==> config.mk <==
export PLATFORM = sky130hd
export DESIGN_NAME = fast_square_sweep_ctrl
export DESIGN_NICKNAME = d
export VERILOG_FILES = /design/src/rtl/fast_square_pkg.sv /design/src/rtl/fast_square_step_pulser.sv /design/src/rtl/fast_square_sweep_ctrl.sv
export SDC_FILE = /design/constraint.sdc
export NUM_CORES = 1
export LEC_CHECK = 0
export BUFFER_PORTS_ARGS = -buffer_cell sky130_fd_sc_hd__buf_4
export CAP_MARGIN = 20
export CORE_MARGIN = 1
export CORE_UTILIZATION = 57
export CTS_CLUSTER_SIZE = 30
export DETAILED_ROUTE_END_ITERATION = 10
export GPL_ROUTABILITY_DRIVEN = 1
export MAX_ROUTING_LAYER = met4
export PLACE_DENSITY = 0.8
export SLEW_MARGIN = 40
export SYNTH_ARGS = -nofsm -noshare
export SYNTH_HDL_FRONTEND = slang
export SYNTH_SLANG_ARGS = --single-unit
==> constraint.sdc <==
create_clock -name clock -period 4.7 [get_ports clock]
set_input_delay 0.705 -clock clock [delete_from_list [all_inputs] [get_ports clock]]
set_output_delay 0.705 -clock clock [all_outputs]
set_load 0.01 [all_outputs]
==> src/rtl/fast_square_pkg.sv <==
// Shared definitions for the fast-square sweep sequencer.
// Holds the 3-bit FSM state encoding and the width of the completed-sweep
// counter so the controller, its step pulser and any bench agree on them.
package fast_square_pkg;

  typedef enum logic [2:0] {
    IDLE   = 3'd0,
    RESET  = 3'd1,
    SETTLE = 3'd2,
    RECORD = 3'd3,
    STEP   = 3'd4
  } state_t;

  localparam int SWEEP_CNT_W = 16;

endpackage

==> src/rtl/fast_square_step_pulser.sv <==
// Pulse/gap generator for the STEP phase, decoded from the controller's
// shared state timer (the timer restarts at 0 when STEP is entered).
// Ports:
//   active - high while the controller is in STEP
//   timer  - shared state timer
//   pulse  - high for the first PULSE cycles of STEP
//   done   - high on the last cycle of PULSE+GAP
module fast_square_step_pulser #(
  parameter int CNT_W = 20,
  parameter int PULSE = 10,
  parameter int GAP   = 10
) (
  input  logic             active,
  input  logic [CNT_W-1:0] timer,
  output logic             pulse,
  output logic             done
);

  localparam logic [CNT_W-1:0] PULSE_END = CNT_W'(PULSE);
  localparam logic [CNT_W-1:0] LAST_TICK = CNT_W'(PULSE + GAP - 1);

  assign pulse = active && (timer < PULSE_END);
  assign done  = active && (timer == LAST_TICK);

endmodule

==> src/rtl/fast_square_sweep_ctrl.sv <==
// Frequency-sweep sequencer for the fast-square receive chain.
// Walks RESET -> SETTLE -> RECORD -> STEP ... for a latched number of steps,
// with lock-gated settling, lock-loss restart, abort, resync and graceful stop.
// Ports:
//   clock, reset        - clock, synchronous active-high reset
//   start/stop/abort    - one-cycle control pulses
//   freq_step_reset_in  - external resync, restarts the sweep at RESET
//   pll_locked          - synthesizer lock indicator
//   cfg_*               - sweep configuration, sampled only by start in IDLE
//   rx_record/rx_reset/rx_next, freq_step_out - RX path and synth controls
//   step_index, busy, sweep_done, sweep_count, lock_err - status
//   dbg_state           - current FSM state for observation
// Control pulses: start, stop, abort and freq_step_reset_in are sampled on
// every rising clock edge with no handshake; a pulse is acted on in the
// cycle it is seen and is never held or queued. All outputs are decoded from
// registers only, so there is no input-to-output combinational path.
module fast_square_sweep_ctrl
  import fast_square_pkg::*;
#(
  parameter int STEP_W           = 8,
  parameter int REC_W            = 16,
  parameter int CNT_W            = 20,
  parameter int RESET_TICKS      = 20'hFFFFF,
  parameter int SETTLE_TICKS     = 640,
  parameter int STEP_PULSE_TICKS = 10,
  parameter int STEP_GAP_TICKS   = 10
) (
  input  logic                   clock,
  input  logic                   reset,
  input  logic                   start,
  input  logic                   stop,
  input  logic                   abort,
  input  logic                   freq_step_reset_in,
  input  logic                   pll_locked,
  input  logic [STEP_W-1:0]      cfg_num_steps,
  input  logic [REC_W-1:0]       cfg_record_ticks,
  input  logic                   cfg_continuous,
  output logic                   rx_record,
  output logic                   rx_reset,
  output logic                   rx_next,
  output logic                   freq_step_out,
  output logic [STEP_W-1:0]      step_index,
  output logic                   busy,
  output logic                   sweep_done,
  output logic [SWEEP_CNT_W-1:0] sweep_count,
  output logic                   lock_err,
  output state_t                 dbg_state
);

  localparam logic [CNT_W-1:0] RESET_LAST  = CNT_W'(RESET_TICKS - 1);
  localparam logic [CNT_W-1:0] SETTLE_LAST = CNT_W'(SETTLE_TICKS - 1);

  state_t                 state_q, state_d;
  logic [CNT_W-1:0]       timer_q, timer_d;
  logic [STEP_W-1:0]      step_index_q, step_index_d;
  logic [STEP_W-1:0]      num_steps_q, num_steps_d;
  logic [REC_W-1:0]       rec_ticks_q, rec_ticks_d;
  logic                   continuous_q, continuous_d;
  logic                   stop_pending_q, stop_pending_d;
  logic                   lock_err_q, lock_err_d;
  logic                   sweep_done_q, sweep_done_d;
  logic [SWEEP_CNT_W-1:0] sweep_count_q, sweep_count_d;

  logic state_change;
  logic rec_last;
  logic last_step;
  logic step_pulse;
  logic step_done;

  fast_square_step_pulser #(
    .CNT_W (CNT_W),
    .PULSE (STEP_PULSE_TICKS),
    .GAP   (STEP_GAP_TICKS)
  ) u_step_pulser (
    .active (state_q == STEP),
    .timer  (timer_q),
    .pulse  (step_pulse),
    .done   (step_done)
  );

  assign rec_last  = (timer_q == (CNT_W'(rec_ticks_q) - CNT_W'(1)));
  assign last_step = (step_index_q == (num_steps_q - STEP_W'(1)));

  always_comb begin
    state_d        = state_q;
    step_index_d   = step_index_q;
    num_steps_d    = num_steps_q;
    rec_ticks_d    = rec_ticks_q;
    continuous_d   = continuous_q;
    stop_pending_d = stop_pending_q;
    lock_err_d     = lock_err_q;
    sweep_done_d   = 1'b0;
    sweep_count_d  = sweep_count_q;
    state_change   = 1'b0;

    if (abort) begin
      // Abort in IDLE also swallows a simultaneous start.
      if (state_q != IDLE) begin
        state_d      = IDLE;
        state_change = 1'b1;
      end
    end else if (freq_step_reset_in && (state_q != IDLE)) begin
      state_d      = RESET;
      step_index_d = '0;
      state_change = 1'b1;
    end else begin
      case (state_q)
        IDLE: begin
          if (start) begin
            num_steps_d    = (cfg_num_steps == '0) ? STEP_W'(1) : cfg_num_steps;
            rec_ticks_d    = (cfg_record_ticks == '0) ? REC_W'(1) : cfg_record_ticks;
            continuous_d   = cfg_continuous;
            lock_err_d     = 1'b0;
            stop_pending_d = 1'b0;
            step_index_d   = '0;
            state_d        = RESET;
            state_change   = 1'b1;
          end
        end
        RESET: begin
          if (timer_q == RESET_LAST) begin
            state_d      = SETTLE;
            state_change = 1'b1;
          end
        end
        SETTLE: begin
          // Timer holds the run of consecutive locked cycles.
          if (pll_locked && (timer_q == SETTLE_LAST)) begin
            state_d      = RECORD;
            state_change = 1'b1;
          end
        end
        RECORD: begin
          if (!pll_locked) begin
            lock_err_d   = 1'b1;
            step_index_d = '0;
            state_d      = RESET;
            state_change = 1'b1;
          end else if (rec_last) begin
            state_change = 1'b1;
            if (last_step) begin
              sweep_done_d  = 1'b1;
              sweep_count_d = sweep_count_q + SWEEP_CNT_W'(1);
              if (continuous_q && !stop_pending_q) begin
                state_d      = RESET;
                step_index_d = '0;
              end else begin
                state_d = IDLE;
              end
            end else begin
              state_d      = STEP;
              step_index_d = step_index_q + STEP_W'(1);
            end
          end
        end
        STEP: begin
          if (step_done) begin
            state_d      = SETTLE;
            state_change = 1'b1;
          end
        end
        default: begin
          state_d      = IDLE;
          state_change = 1'b1;
        end
      endcase
    end

    if (stop && (state_q != IDLE)) begin
      stop_pending_d = 1'b1;
    end

    if (state_change || (state_q == IDLE)) begin
      timer_d = '0;
    end else if ((state_q == SETTLE) && !pll_locked) begin
      timer_d = '0;
    end else begin
      timer_d = timer_q + CNT_W'(1);
    end
  end

  always_ff @(posedge clock) begin
    if (reset) begin
      state_q        <= IDLE;
      timer_q        <= '0;
      step_index_q   <= '0;
      num_steps_q    <= STEP_W'(1);
      rec_ticks_q    <= REC_W'(1);
      continuous_q   <= 1'b0;
      stop_pending_q <= 1'b0;
      lock_err_q     <= 1'b0;
      sweep_done_q   <= 1'b0;
      sweep_count_q  <= '0;
    end else begin
      state_q        <= state_d;
      timer_q        <= timer_d;
      step_index_q   <= step_index_d;
      num_steps_q    <= num_steps_d;
      rec_ticks_q    <= rec_ticks_d;
      continuous_q   <= continuous_d;
      stop_pending_q <= stop_pending_d;
      lock_err_q     <= lock_err_d;
      sweep_done_q   <= sweep_done_d;
      sweep_count_q  <= sweep_count_d;
    end
  end

  assign rx_record     = (state_q == RECORD);
  assign rx_reset      = (state_q == RESET);
  assign rx_next       = (state_q == STEP) && (timer_q == '0);
  assign freq_step_out = step_pulse;
  assign step_index    = step_index_q;
  assign busy          = (state_q != IDLE);
  assign sweep_done    = sweep_done_q;
  assign sweep_count   = sweep_count_q;
  assign lock_err      = lock_err_q;
  assign dbg_state     = state_q;

endmodule

# Word-level counts from Yosys, hierarchy flattened
# Index checks and enable logic that the tools add are counted.
[classes]
addsub = 5
muxes = 39
reduce_logical = 28
eq_ne = 22
n_lt_le_gt_ge = 1
bitwise_logic = 5
[op_table]
columns = ["cell", "count"]
rows = [
  ["$mux W8", 7],
  ["$mux W3", 10],
  ["$add A20 B1 Y20 const B", 1],
  ["$eq A20 B10 Y1 const B", 1],
  ["$eq A20 B20 Y1", 1],
  ["$eq A20 B20 Y1 const B", 1],
  ["$eq A20 B5 Y1 const B", 1],
  ["$logic_not A20 Y1", 1],
  ["$lt A20 B4 Y1 const B", 1],
  ["$mux W1", 17],
  ["$sub A16 B1 Y17 const B", 1],
  ["$add A16 B1 Y16 const B", 1],
  ["$logic_not A16 Y1", 1],
  ["$mux W16", 1],
  ["$pmux W8 S2", 1],
  ["$pmux W3 S5", 1],
  ["$ne A4 B4 Y1 const B", 3],
  ["$reduce_and A6 Y1", 2],
  ["$ne A5 B3 Y1 const B", 2],
  ["$reduce_and A5 Y1", 2],
  ["$add A8 B1 Y8 const B", 1],
  ["$eq A8 B8 Y1", 1],
  ["$logic_and A1 B1 Y1", 8],
  ["$logic_not A8 Y1", 1],
  ["19 further kinds", 33],
]
[totals]
inputBits = 32
ff_bits = 75
elab_cells = 110
out_inout_bits = 34

# Logic depth before layout (Yosys ltp)
# Gate-level depths: netlist of the first run.
[logic_depth]
ltp_word = 9
depth_mapped = 12

# By module
# Synthesis of the first run repeated with hierarchy kept, for this count alone.
[unflattened]
cells_unflattened = 594
area_unflattened_um2 = 4558.1
[by_module_without_submodules]
columns = ["module", "area_each_um2", "cells_each", "instances"]
rows = [
  ["fast_square_sweep_ctrl", 4486.8, 584, 1],
  ["fast_square_step_pulser", 71.3, 10, 1],
]

# Least setup slack after synthesis of the first run
# No wires, ideal clock.
[synth_path]
path_kind = "register to register"
start = "reg rec_ticks_q[0]"
end = "reg sweep_count_q[11] (netlist: sweep_count[11])"
t_arrival_ns = 3.341
synth_period_minus_slack_ns = 3.473
required_time_ns = 4.568
path_buffers = 2
stages_incl_launch_ff = 13
path_slack_ns = 1.227
setup_time_ns = 0.132
path_cell_list = "dfxtp_1 -> inv_1 -> ha_1 -> or4b_1 -> buf_2 -> or3_1 -> or4_4 -> a2111oi_4 -> o211ai_4 -> nor4_4 -> buf_6 -> a31o_1 -> a21oi_1"
[synth_between]
elab_chain_len = 3
[synth_lines]
columns = ["item", "line", "text"]
rows = [
  ["start: declaration", "fast_square_sweep_ctrl.sv:57", "logic [REC_W-1:0] rec_ticks_q, rec_ticks_d;"],
  ["start signal: assignment", "fast_square_sweep_ctrl.sv:199", "rec_ticks_q <= rec_ticks_d;"],
  ["$sub A16 B1 Y17", "fast_square_sweep_ctrl.sv:81", "assign rec_last = (timer_q == (CNT_W'(rec_ticks_q) - CNT_W'(1)));"],
  ["$eq A20 B20 Y1", "fast_square_sweep_ctrl.sv:81", ""],
  ["$reduce_and A6 Y1 (no source line)", "n/a", ""],
  ["end signal: assignment", "fast_square_sweep_ctrl.sv:204", "sweep_count_q <= sweep_count_d;"],
  ["end: declaration", "fast_square_sweep_ctrl.sv:62", "logic [SWEEP_CNT_W-1:0] sweep_count_q, sweep_count_d;"],
]
# No other way between the ends.
# A chain may end at the register's enable or synchronous reset.

# Worst setup path after layout of the first run
[layout_path]
start = "reg rec_ticks_q[0]"
end = "reg sweep_count_q[12] (netlist: sweep_count[12])"
# The elaborated chain is that of the path after synthesis.

==> results.sh, run 1 <==
export IMPL_status="finished, final reports clean"
export IMPL_setup_tns_ns=0
export IMPL_seq_area_frac_synth_pct=34.4
export IMPL_htreeDepth=3
export IMPL_cts_setup_buffers=0
export IMPL_track_usage_pct=29.1
export IMPL_syn_instance_count=536
export IMPL_ir_worst_vdd_uv=167
export IMPL_grt_pass1_wl_um=17500
export IMPL_antenna_cells=0
export IMPL_place_ws_ns=0.639
export IMPL_synth_async_sr_flop_share_pct=0
export IMPL_synth_simple_area_share_pct=27.7
export IMPL_root_buffer="clkbuf_8"
export IMPL_drv_slew=0
export IMPL_critPathKind="flop to flop"
export IMPL_seq_area_mm2=0.00150
export IMPL_fp_dieH_um=89.5
export IMPL_clkTransAtPathRegs_ns=0.10
export IMPL_worst_skew_pair_late_latency_ns=0.37
export IMPL_synthMuxAreaShare_pct=1.63
export IMPL_crit_start="rec_ticks_q[0]$_SDFFE_PP1P_"
export IMPL_fin_worst_skew_ns=0.0185
export IMPL_overflow=0
export IMPL_finalCriticalPeriod_ns=4.05
export IMPL_coreArea_mm2=0.00733
export IMPL_crit_fanout=13
export IMPL_timing_final_crit_share_pct=86.2
export IMPL_p_leak_nw=1.90
export IMPL_hold_path_depth=2
export IMPL_layout_common_cells="dfxtp_1, buf_4, nor2_1, nand2_1, inv_1"
export IMPL_slew_headroom_pct=47.7
export IMPL_io_pins=66
export IMPL_synth_edff_count=0
export IMPL_die_w_um=89.5
export IMPL_min_delay_start="stop_pending_q$_SDFFE_PP0P_"
export IMPL_cts_resized=0
export IMPL_maxCapViolCount=0
export IMPL_hpwl_um=7750
export IMPL_synth_area_per_cell_um2=8.14
export IMPL_cts_buffer_depth=2
export IMPL_finalWirelength_um=10500
export IMPL_finalSetupViolations=0
export IMPL_clock_fmax_ghz=0.247
export IMPL_hold_viol=0
export IMPL_start_util_pct=59.5
export IMPL_cts_buffers_inserted=9
export IMPL_final_common_cell="dfxtp_1"
export IMPL_drc=0
export IMPL_antenna_found_initial=0
export IMPL_synth_top_family_by_area="simple AND/OR/NAND/NOR gates"
export IMPL_portBuffers=65
export IMPL_final_cell_area_mm2=0.00509
export IMPL_final_nets=625
export IMPL_drt_first_pass_iters=4
export IMPL_drive_gt1_share_pct=16.2
export IMPL_synthAdderAreaFrac_pct=2.01
export IMPL_end_kind="flop"
export IMPL_rows=31
export IMPL_hp_class="flop to flop"
export IMPL_r2r_start="rec_ticks_q[0]$_SDFFE_PP1P_"
export IMPL_synth_xor_area_share_pct=9.63
export IMPL_synth_area_mm2=0.00437
export IMPL_ys_types=61
export IMPL_syn2layout_area_growth_pct=16.6
export IMPL_drt_iter0_drc=204
export IMPL_wl_per_cell_um=15.2
export IMPL_synth_compound_area_share_pct=18.9
export IMPL_rsz0062_at_grt="false"
export IMPL_dieArea_mm2=0.00801
export IMPL_avgViaCountPerCell=6.04
export IMPL_final_antenna_net_count=0
export IMPL_pwr_density_cell_mw_per_mm2=271
export IMPL_grt_max_degree=30
export IMPL_synth_seq_cells=75
export IMPL_grt_pass1_vias=3776
export IMPL_yosys_warnings=0
export IMPL_tightest_slew_ns=0.781
export IMPL_cts_hold_buf=0
export IMPL_nFillCells=611
export IMPL_finalWeightedCongestion=0.893
export IMPL_clock_sinks=75
export IMPL_cp_arrival_ns=4.31
export IMPL_synth_flop_cell="dfxtp_1"
export IMPL_via_count=4167
export IMPL_placed_area_mm2=0.00488
export IMPL_setup_worst_path_start_class="flop"
export IMPL_worst_r2r_path_depth=11
export IMPL_worstPathRequired_ns=4.95
export IMPL_multiInputGateArea_mm2=0.00263
export IMPL_syn_num_nets=575
export IMPL_cts_tree="built"
export IMPL_fin_ws_ns=0.646
==> synth_stat cells, types with 3 or more instances <==
cell / number / share of area [%]
nor2_1: 58 / 5.0
a31o_1: 5 / 1.0
xnor2_1: 24 / 4.8
dfxtp_1: 75 / 34
a21oi_1: 22 / 2.5
and4_1: 3 / 0.60
nand4b_1: 5 / 1.0
a31oi_1: 4 / 0.57
a31o_2: 3 / 0.60
mux2i_1: 6 / 1.4
nand2_1: 38 / 3.3
or3_1: 5 / 0.72
nand3_1: 23 / 2.6
nand4_1: 14 / 2.0
o31ai_1: 3 / 0.52
and2_1: 6 / 0.86
nand3b_1: 4 / 0.69
and3_1: 11 / 1.6
inv_1: 33 / 2.8
o21ai_0: 14 / 1.6
xor2_1: 24 / 4.8
nor2b_1: 4 / 0.57
ha_1: 7 / 2.0
nand2b_1: 3 / 0.43
nor3_1: 28 / 3.2
a22o_1: 21 / 4.2
buf_2: 4 / 0.46
nor4_1: 17 / 2.4
a32oi_1: 3 / 0.60
o211ai_1: 3 / 0.52
clkbuf_1: 22 / 1.9
==> state kept, by name, indices dropped and copies added (netlist names) <==
| name | cells |
|---|---|
| continuous_q | 1 |
| dbg_state | 3 |
| lock_err | 1 |
| num_steps_q | 8 |
| rec_ticks_q | 16 |
| step_index | 8 |
| stop_pending_q | 1 |
| sweep_count | 16 |
| sweep_done | 1 |
| timer_q | 20 |
==> final timing paths <==
check,to,slack [ns]
min,stop_pending_q$_SDFFE_PP0P_,0.48
max reg2reg,sweep_count[12]$_SDFFE_PP0P_,0.65
max,sweep_count[12]$_SDFFE_PP0P_,0.65
min reg2reg,stop_pending_q$_SDFFE_PP0P_,0.48
==> cells by family (layout without fill, tap and decap cells) <==
kind of cell,after synthesis,in the layout
simple gates,230,230
compound gates,108,108
flops,75,75
buf+inv,61,116
mux,7,7
fa+ha+maj,7,7
xor+xnor,48,48
==> worst max-delay path, cell delays in order (launching register included) <==
cell and delay, ns:
dfxtp_1 0.35, inv_1 0.09, ha_1 0.20, or4b_1 0.57, or3_1 0.36, or4_4 0.55, a2111oi_4 0.47, o211ai_4 0.19
nor4_4 0.63, buf_4 0.30, a41o_1 0.18, a21oi_1 0.05
==> power breakdown <==
group	total (mW)	leakage (nW)	internal, mW	switching (mW)
combinational	0.183	1.19	0.0781	0.105
sequential	0.667	0.607	0.648	0.0197
clock	0.526	0.102	0.254	0.272
total	1.38	1.90	0.980	0.397
==> area by class of cell <==
| class | count | area share, % |
|---|---|---|
| timing repair buffer | 67 | 9.88 |
| clock inverter | 7 | 1.65 |
| inverter | 33 | 2.43 |
| multi-input combinational | 400 | 51.7 |
| sequential | 75 | 29.5 |
| tap | 99 | 2.43 |
| clock buffer | 9 | 2.43 |
==> metrics by stage <==
stage	util [%]	instances	power (mW)	hold slack [ns]
final	69.4	690	1.38	0.476
after global placement	66.5	674	0.856	0.444
after floorplan	-	536	0.802	0.428
after detailed placement	66.6	674	0.862	0.465
after global routing	69.4	690	1.43	0.533
after CTS	69.4	690	1.38	0.485
==> metal layers <==
layer	up-vias	routed length [um]	track usage, %
li1	2054	-	-
met4	0	167	10.1
met2	138	5180	47.3
met3	20	582	5.45
met5	-	0	-
met1	1955	4520	36.3
Power figures use the tool's default switching activity.
==> inputs of run 2 (changes only) <==
- ABC_AREA: not set -> 1
- CORE_UTILIZATION: 57 -> 59
- PLACE_DENSITY: 0.8 -> not set
- PLACE_DENSITY_LB_ADDON: not set -> 0.1
- REMOVE_ABC_BUFFERS: not set -> 1
==> run 2 against run 1 <==
  * Synthesized cell count grew 56%
  * Critical path type unchanged
  * Worst setup slack gained 1.1 ns
  * Via count grew 35%
  * Utilization grew 0.79 points
  * Clock-buffer cell count grew 1
  * Critical endpoint is now sweep_count[8]$_SDFFE_PP0P_
  * First-iteration DRC count grew 120%
  * Area after synthesis grew 17%
  * Highest routed layer unchanged
==> results.sh, run 2 <==
export IMPL_slew_headroom_pct=46.5
export IMPL_portBuffers=65
export IMPL_rows=33
export IMPL_dieArea_mm2=0.00901
export IMPL_largest_register="timer_q"
export IMPL_cts_buffers_inserted=9
export IMPL_root_buffer="clkbuf_8"
export IMPL_finalWeightedCongestion=1.03
export IMPL_drt_first_pass_iters=7
export IMPL_ys_types=37
export IMPL_io_pins=66
export IMPL_layout_common_cells="nand2_1, nor2_1, inv_1, nand3_1, dfxtp_1"
export IMPL_maxCapViolCount=0
export IMPL_hold_viol=0
export IMPL_final_antenna_net_count=0
export IMPL_cts_tree="built"
export IMPL_p_leak_nw=2.64
export IMPL_die_w_um=94.9
export IMPL_fin_ws_ns=1.71
export IMPL_synth_area_mm2=0.00509
export IMPL_yosys_warnings=0
export IMPL_cp_arrival_ns=3.26
export IMPL_synth_common_cells="nand2_1, nor2_1, inv_1, nand3_1, dfxtp_1"
export IMPL_placed_area_mm2=0.00565
export IMPL_htreeDepth=3
export IMPL_synth_edff_count=0
export IMPL_antenna_cells=0
export IMPL_end_kind="flop"
export IMPL_power_mw=2.45
export IMPL_hold_path_depth=2
export IMPL_avgViaCountPerCell=5.59
export IMPL_cts_buffer_depth=2
export IMPL_overflow=0
export IMPL_synth_area_per_cell_um2=6.10
export IMPL_wl_per_cell_um=14.1
export IMPL_seq_area_frac_synth_pct=29.5
export IMPL_setup_tns_ns=0
export IMPL_fin_worst_skew_ns=0.0157
export IMPL_drive_gt1_share_pct=12.6
export IMPL_synth_seq_cells=75
export IMPL_final_cell_area_mm2=0.00583
export IMPL_hold_end="stop_pending_q$_SDFFE_PP0P_"
export IMPL_synth_top_area_share_pct=29.5
export IMPL_worstPathRequired_ns=4.97
export IMPL_seq_area_mm2=0.00150
export IMPL_clock_fmax_ghz=0.334
export IMPL_dp_cells=993
export IMPL_clock_sinks=75
export IMPL_finalWirelength_um=14300
export IMPL_rsz0062_at_grt="false"
export IMPL_place_ws_ns=1.81
export IMPL_synth_area_leaders="dfxtp_1, nand2_1, nor2_1, nand3_1, inv_1"
export IMPL_r2r_start="dbg_state[0]$_SDFFE_PP0P_"
export IMPL_nFillCells=751
export IMPL_setup_worst_path_start_class="flop"
export IMPL_finalCriticalPeriod_ns=2.99
export IMPL_synth_async_sr_flop_share_pct=0
export IMPL_worst_r2r_path_depth=14
export IMPL_cts_hold_buf=0
export IMPL_worst_skew_pair_late_latency_ns=0.37
export IMPL_tightest_slew_ns=0.801
export IMPL_final_nets=938
export IMPL_drt_iter0_drc=448
export IMPL_hpwl_um=11100
export IMPL_fp_dieH_um=94.9
export IMPL_cts_resized=0
export IMPL_pwr_density_cell_mw_per_mm2=420
export IMPL_cts_setup_buffers=0
export IMPL_grt_max_degree=25
export IMPL_syn2layout_area_growth_pct=14.4
export IMPL_synth_most_common_cell="nand2_1"
export IMPL_track_usage_pct=33.8
export IMPL_grt_pass1_vias=4973
export IMPL_start_util_pct=61.4
export IMPL_multiInputGateArea_mm2=0.00310
export IMPL_grt_pass1_wl_um=22900
export IMPL_coreArea_mm2=0.00830
export IMPL_largest_reg_flops=20
export IMPL_finalSetupViolations=0
export IMPL_worst_r2r_setup_slack_ns=1.71
export IMPL_ir_worst_vdd_uv=243
export IMPL_antenna_found_initial=0
export IMPL_yosysTopAreaCell="dfxtp_1"
export IMPL_clkTransAtPathRegs_ns=0.09
export IMPL_r2r_end="sweep_count[8]$_SDFFE_PP0P_"
export IMPL_status="finished, final reports clean"
export IMPL_crit_fanout=12
export IMPL_via_count=5636
export IMPL_critPathKind="flop to flop"
export IMPL_stdcell_count=1009
export IMPL_drv_slew=0
export IMPL_final_common_cell="nand2_1"
export IMPL_timing_final_crit_share_pct=63.6
export IMPL_syn_instance_count=835
export IMPL_drc=0
export IMPL_min_delay_start="stop_pending_q$_SDFFE_PP0P_"
export IMPL_synth_flop_cell="dfxtp_1"
export IMPL_hp_class="flop to flop"
==> run 2: cell families after synthesis <==
family | after synthesis | share of synthesized area (%)
buffers and inverters | 127 | 9.73
xor gates and xnor gates | 25 | 4.72
adders and majority gates | 7 | 1.72
AOI/OAI and AO/OA | 74 | 7.76
and+or+nand+nor | 527 | 46.6
DFF | 75 | 29.5
==> run 2: cell type report <==
cell class                 instances  share of cell area, %
timing repair buffer              66                   8.50
sequential                        75                   25.8
tap                              105                   2.25
clock inverter                     6                  0.837
multi-input combinational        633                   53.1
clock buffer                      10                   2.19
inverter                         114                   7.34
==> run 2: how the worst max path moves through the flow <==
| stage | from | to | slack, ns |
|---|---|---|---|
| 2_1_floorplan | dbg_state[2]$_SDFFE_PP0P_ | sweep_count[13]$_SDFFE_PP0P_ | 2.26 |
| 3_3_place_gp | dbg_state[2]$_SDFFE_PP0P_ | sweep_count[13]$_SDFFE_PP0P_ | 1.97 |
| 3_5_place_dp | dbg_state[2]$_SDFFE_PP0P_ | sweep_count[8]$_SDFFE_PP0P_ | 1.81 |
| 4_1_cts | dbg_state[0]$_SDFFE_PP0P_ | sweep_count[8]$_SDFFE_PP0P_ | 1.81 |
| 5_1_grt | dbg_state[2]$_SDFFE_PP0P_ | sweep_count[13]$_SDFFE_PP0P_ | 1.38 |
| 6_report | dbg_state[0]$_SDFFE_PP0P_ | sweep_count[8]$_SDFFE_PP0P_ | 1.71 |
==> run 2: critical path, cell delays in order (launching register included) <==
cell     delay [ns]
dfxtp_1        0.36
inv_1          0.11
nand2_1        0.07
nor2_1         0.45
nor2_1         0.14
inv_1          0.12
nand2_1        0.07
nor2_1         0.56
inv_1          0.10
nor2_1         0.16
inv_1          0.07
nor2_2         0.38
nand3_1        0.13
nand2_1        0.11
nor2_1         0.06
==> run 2: metrics by stage <==
stage | utilization, % | hold WS [ns]
floorplan | - | 0.430
global placement | 68.1 | 0.453
detailed placement | 68.1 | 0.466
CTS | 70.2 | 0.488
global route | 70.2 | 0.511
finish | 70.2 | 0.485
==> run 2: routing by layer <==
layer | wire length [um] | global-route usage (%) | part of all wire, %
met5 | 0 | - | 0
met4 | 152 | 8.08 | 1.1
met1 | 6450 | 45.8 | 45
met2 | 6280 | 51.6 | 44
met3 | 1380 | 6.52 | 9.7
==> run 2: where the power goes <==
group | switching [mW] | internal (mW)
Clock | 0.280 | 0.197
Combinational | 0.738 | 0.421
Sequential | 0.103 | 0.711
Total | 1.12 | 1.33
==> inputs of run 3 (changes only) <==
- ABC_AREA: 1 -> 0
- CORE_UTILIZATION: 59 -> 52
- clock period: 4.7 -> 2.7 ns (I/O delays scaled with it)
==> run 3 against run 2 <==
  * Register-to-register slack worse by 2.5 ns
  * The run now ends with setup timing left
  * Sequential cell count unchanged
  * Global-route usage down 4.4 points
==> results.sh, run 3 (same netlist as run 1, synthesis figures left out) <==
export IMPL_final_antenna_net_count=0
export IMPL_hold_path_depth=2
export IMPL_slowest_delay_ns=0.35
export IMPL_cp_top_family="buffers and inverters"
export IMPL_cts_tree="built"
export IMPL_crit_fanout=2
export IMPL_drive_gt1_share_pct=30.9
export IMPL_nFillCells=638
export IMPL_min_delay_start="cfg_record_ticks[4]"
export IMPL_antenna_cells=0
export IMPL_critPathKind="flop to flop"
export IMPL_timing_final_crit_share_pct=129
export IMPL_worst_skew_pair_late_latency_ns=0.36
export IMPL_htreeDepth=3
export IMPL_cts_buffer_depth=2
export IMPL_avgViaCountPerCell=5.82
export IMPL_drv_slew=0
export IMPL_cpMostUsedCell="buf_4"
export IMPL_cp_arrival_ns=3.75
export IMPL_layout_common_cells="buf_4, dfxtp_1, nor2_1, nand2_1, inv_1"
export IMPL_cp_slowest_cell="dfxtp_2"
export IMPL_r2r_start="rec_ticks_q[0]$_SDFFE_PP1P_"
export IMPL_finalCriticalPeriod_ns=3.47
export IMPL_drt_iter0_drc=272
export IMPL_worst_r2r_path_depth=25
export IMPL_clock_fmax_ghz=0.288
export IMPL_p_leak_nw=2.34
export IMPL_root_buffer="clkbuf_8"
export IMPL_stdcell_count=775
export IMPL_setup_worst_path_start_class="flop"
export IMPL_drt_first_pass_iters=5
export IMPL_grt_pass1_wl_um=19500
export IMPL_path_buf_inv=24
export IMPL_largest_reg_flops=20
export IMPL_hp_class="input port to flop"
export IMPL_dieArea_mm2=0.00877
export IMPL_place_ws_ns=-0.744
export IMPL_worst_r2r_setup_slack_ns=-0.77
export IMPL_final_nets=704
export IMPL_rows=33
export IMPL_fin_ws_ns=-0.774
export IMPL_fp_dieH_um=93.6
export IMPL_syn2layout_area_growth_pct=35.7
export IMPL_dp_cells=726
export IMPL_track_usage_pct=29.4
export IMPL_finalWirelength_um=12400
export IMPL_final_cell_area_mm2=0.00592
export IMPL_clock_sinks=75
export IMPL_fin_worst_skew_ns=0.00912
export IMPL_start_util_pct=53.4
export IMPL_finalSetupViolations=49
export IMPL_antenna_found_initial=0
export IMPL_finalWeightedCongestion=0.889
export IMPL_cts_buffers_inserted=9
export IMPL_violations="setup timing"
export IMPL_status="complete, but fails checks"
export IMPL_wl_per_cell_um=15.9
export IMPL_slew_headroom_pct=45.3
export IMPL_overflow=0
export IMPL_cts_hold_buf=0
export IMPL_die_w_um=93.6
export IMPL_io_pins=66
export IMPL_maxCapViolCount=0
export IMPL_placed_area_mm2=0.00524
export IMPL_final_common_cell="buf_4"
export IMPL_hpwl_um=8320
export IMPL_worstPathRequired_ns=2.98
export IMPL_tightest_slew_ns=0.813
export IMPL_ir_worst_vdd_uv=241
export IMPL_coreArea_mm2=0.00818
export IMPL_power_mw=2.50
export IMPL_via_count=4508
export IMPL_r2r_end="rec_ticks_q[0]$_SDFFE_PP1P_"
export IMPL_hold_end="rec_ticks_q[4]$_SDFFE_PP0P_"
export IMPL_end_kind="flop"
export IMPL_grt_pass1_vias=4091
export IMPL_rsz0062_at_grt="true"
export IMPL_clkTransAtPathRegs_ns=0.08
export IMPL_pwr_density_cell_mw_per_mm2=423
export IMPL_drc=0
export IMPL_portBuffers=65
export IMPL_grt_max_degree=30
export IMPL_largest_register="timer_q"
export IMPL_hold_viol=0
## run 3: changes by cell type in the layout (fill, tap and decap cells not counted), moves of 9 or more
cell / before / now
nand2_1: 201 / 38
nor2_1: 134 / 45
inv_1: 111 / 31
buf_4: 66 / 133
nand3_1: 88 / 22
a22o_1: 0 / 21
o21ai_0: 25 / 7
xnor2_1: 8 / 23
a21oi_1: 33 / 20
buf_6: 0 / 12
nand4_1: 25 / 14
and3_1: 1 / 11
xor2_1: 15 / 24
## run 3: how the worst max path moves through the flow
stage | start | end | slack, ns | depth (start not counted)
floorplan | rec_ticks_q[0]$_SDFFE_PP1P_ | timer_q[10]$_SDFF_PP0_ | -1.16 | 10
global placement | rec_ticks_q[0]$_SDFFE_PP1P_ | sweep_count[1]$_SDFFE_PP0P_ | -0.67 | 11
detailed placement | rec_ticks_q[0]$_SDFFE_PP1P_ | step_index[1]$_SDFFE_PP0P_ | -0.74 | 10
CTS | rec_ticks_q[0]$_SDFFE_PP1P_ | sweep_count[12]$_SDFFE_PP0P_ | -0.67 | 11
global route | rec_ticks_q[0]$_SDFFE_PP1P_ | sweep_count[4]$_SDFFE_PP0P_ | -0.88 | 11
finish | rec_ticks_q[0]$_SDFFE_PP1P_ | rec_ticks_q[0]$_SDFFE_PP1P_ | -0.77 | 25
## run 3: power breakdown
| part | switching (mW) | total [mW] | leakage, nW | internal [mW] |
|---|---|---|---|---|
| Sequential | 0.0185 | 1.15 | 0.607 | 1.13 |
| Combinational | 0.287 | 0.558 | 1.65 | 0.272 |
| Clock | 0.419 | 0.800 | 0.0884 | 0.381 |
| Total | 0.725 | 2.50 | 2.34 | 1.78 |
## run 3: routing by layer
layer	up-vias	wire length [um]	global-route usage, %
li1	2200	-	-
met1	2138	5220	33.8
met2	143	6250	50.8
met3	27	600	5.45
met4	0	286	11.3
met5	-	0	-
## run 3: stage by stage
step | TNS (ns) | hold slack [ns] | utilization, %
2_1_floorplan | -44.12 | 0.428 | -
3_3_place_gp | -29.20 | 0.440 | 64.1
3_5_place_dp | -32.52 | 0.456 | 64.1
4_1_cts | -28.46 | 0.266 | 70.7
5_1_grt | -37.27 | 0.257 | 72.4
6_report | -33.36 | 0.265 | 72.4
## run 3: worst reg2reg max path, delay by kind of cell (launching register included)
family | cells | cell delay (ns)
AO/OA/AOI/OAI | 1 | 0.17
buffers and inverters | 24 | 2.88
flip-flops | 1 | 0.35
## run 3: repair_timing
| item | CTS | global route |
|---|---|---|
| endpoints found under the hold margin | 0 | 0 |
| gates resized for setup | 38 | 30 |
| pin swaps | 16 | 21 |
| gates cloned | 2 | 1 |
| buffers inserted | 25 | 7 |
| setup endpoints to repair | 48 | 49 |
## run 3: area by class of cell
type / instances / area [um^2] / share of cell area, %
clock buffers: 12 / 155 / 2.62
clock inverters: 4 / 25.0 / 0.423
inverters: 33 / 124 / 2.09
multi-input cells: 400 / 2830 / 47.8
flip-flops and latches: 75 / 1500 / 25.4
well taps: 105 / 131 / 2.22
repair buffers: 146 / 1150 / 19.5
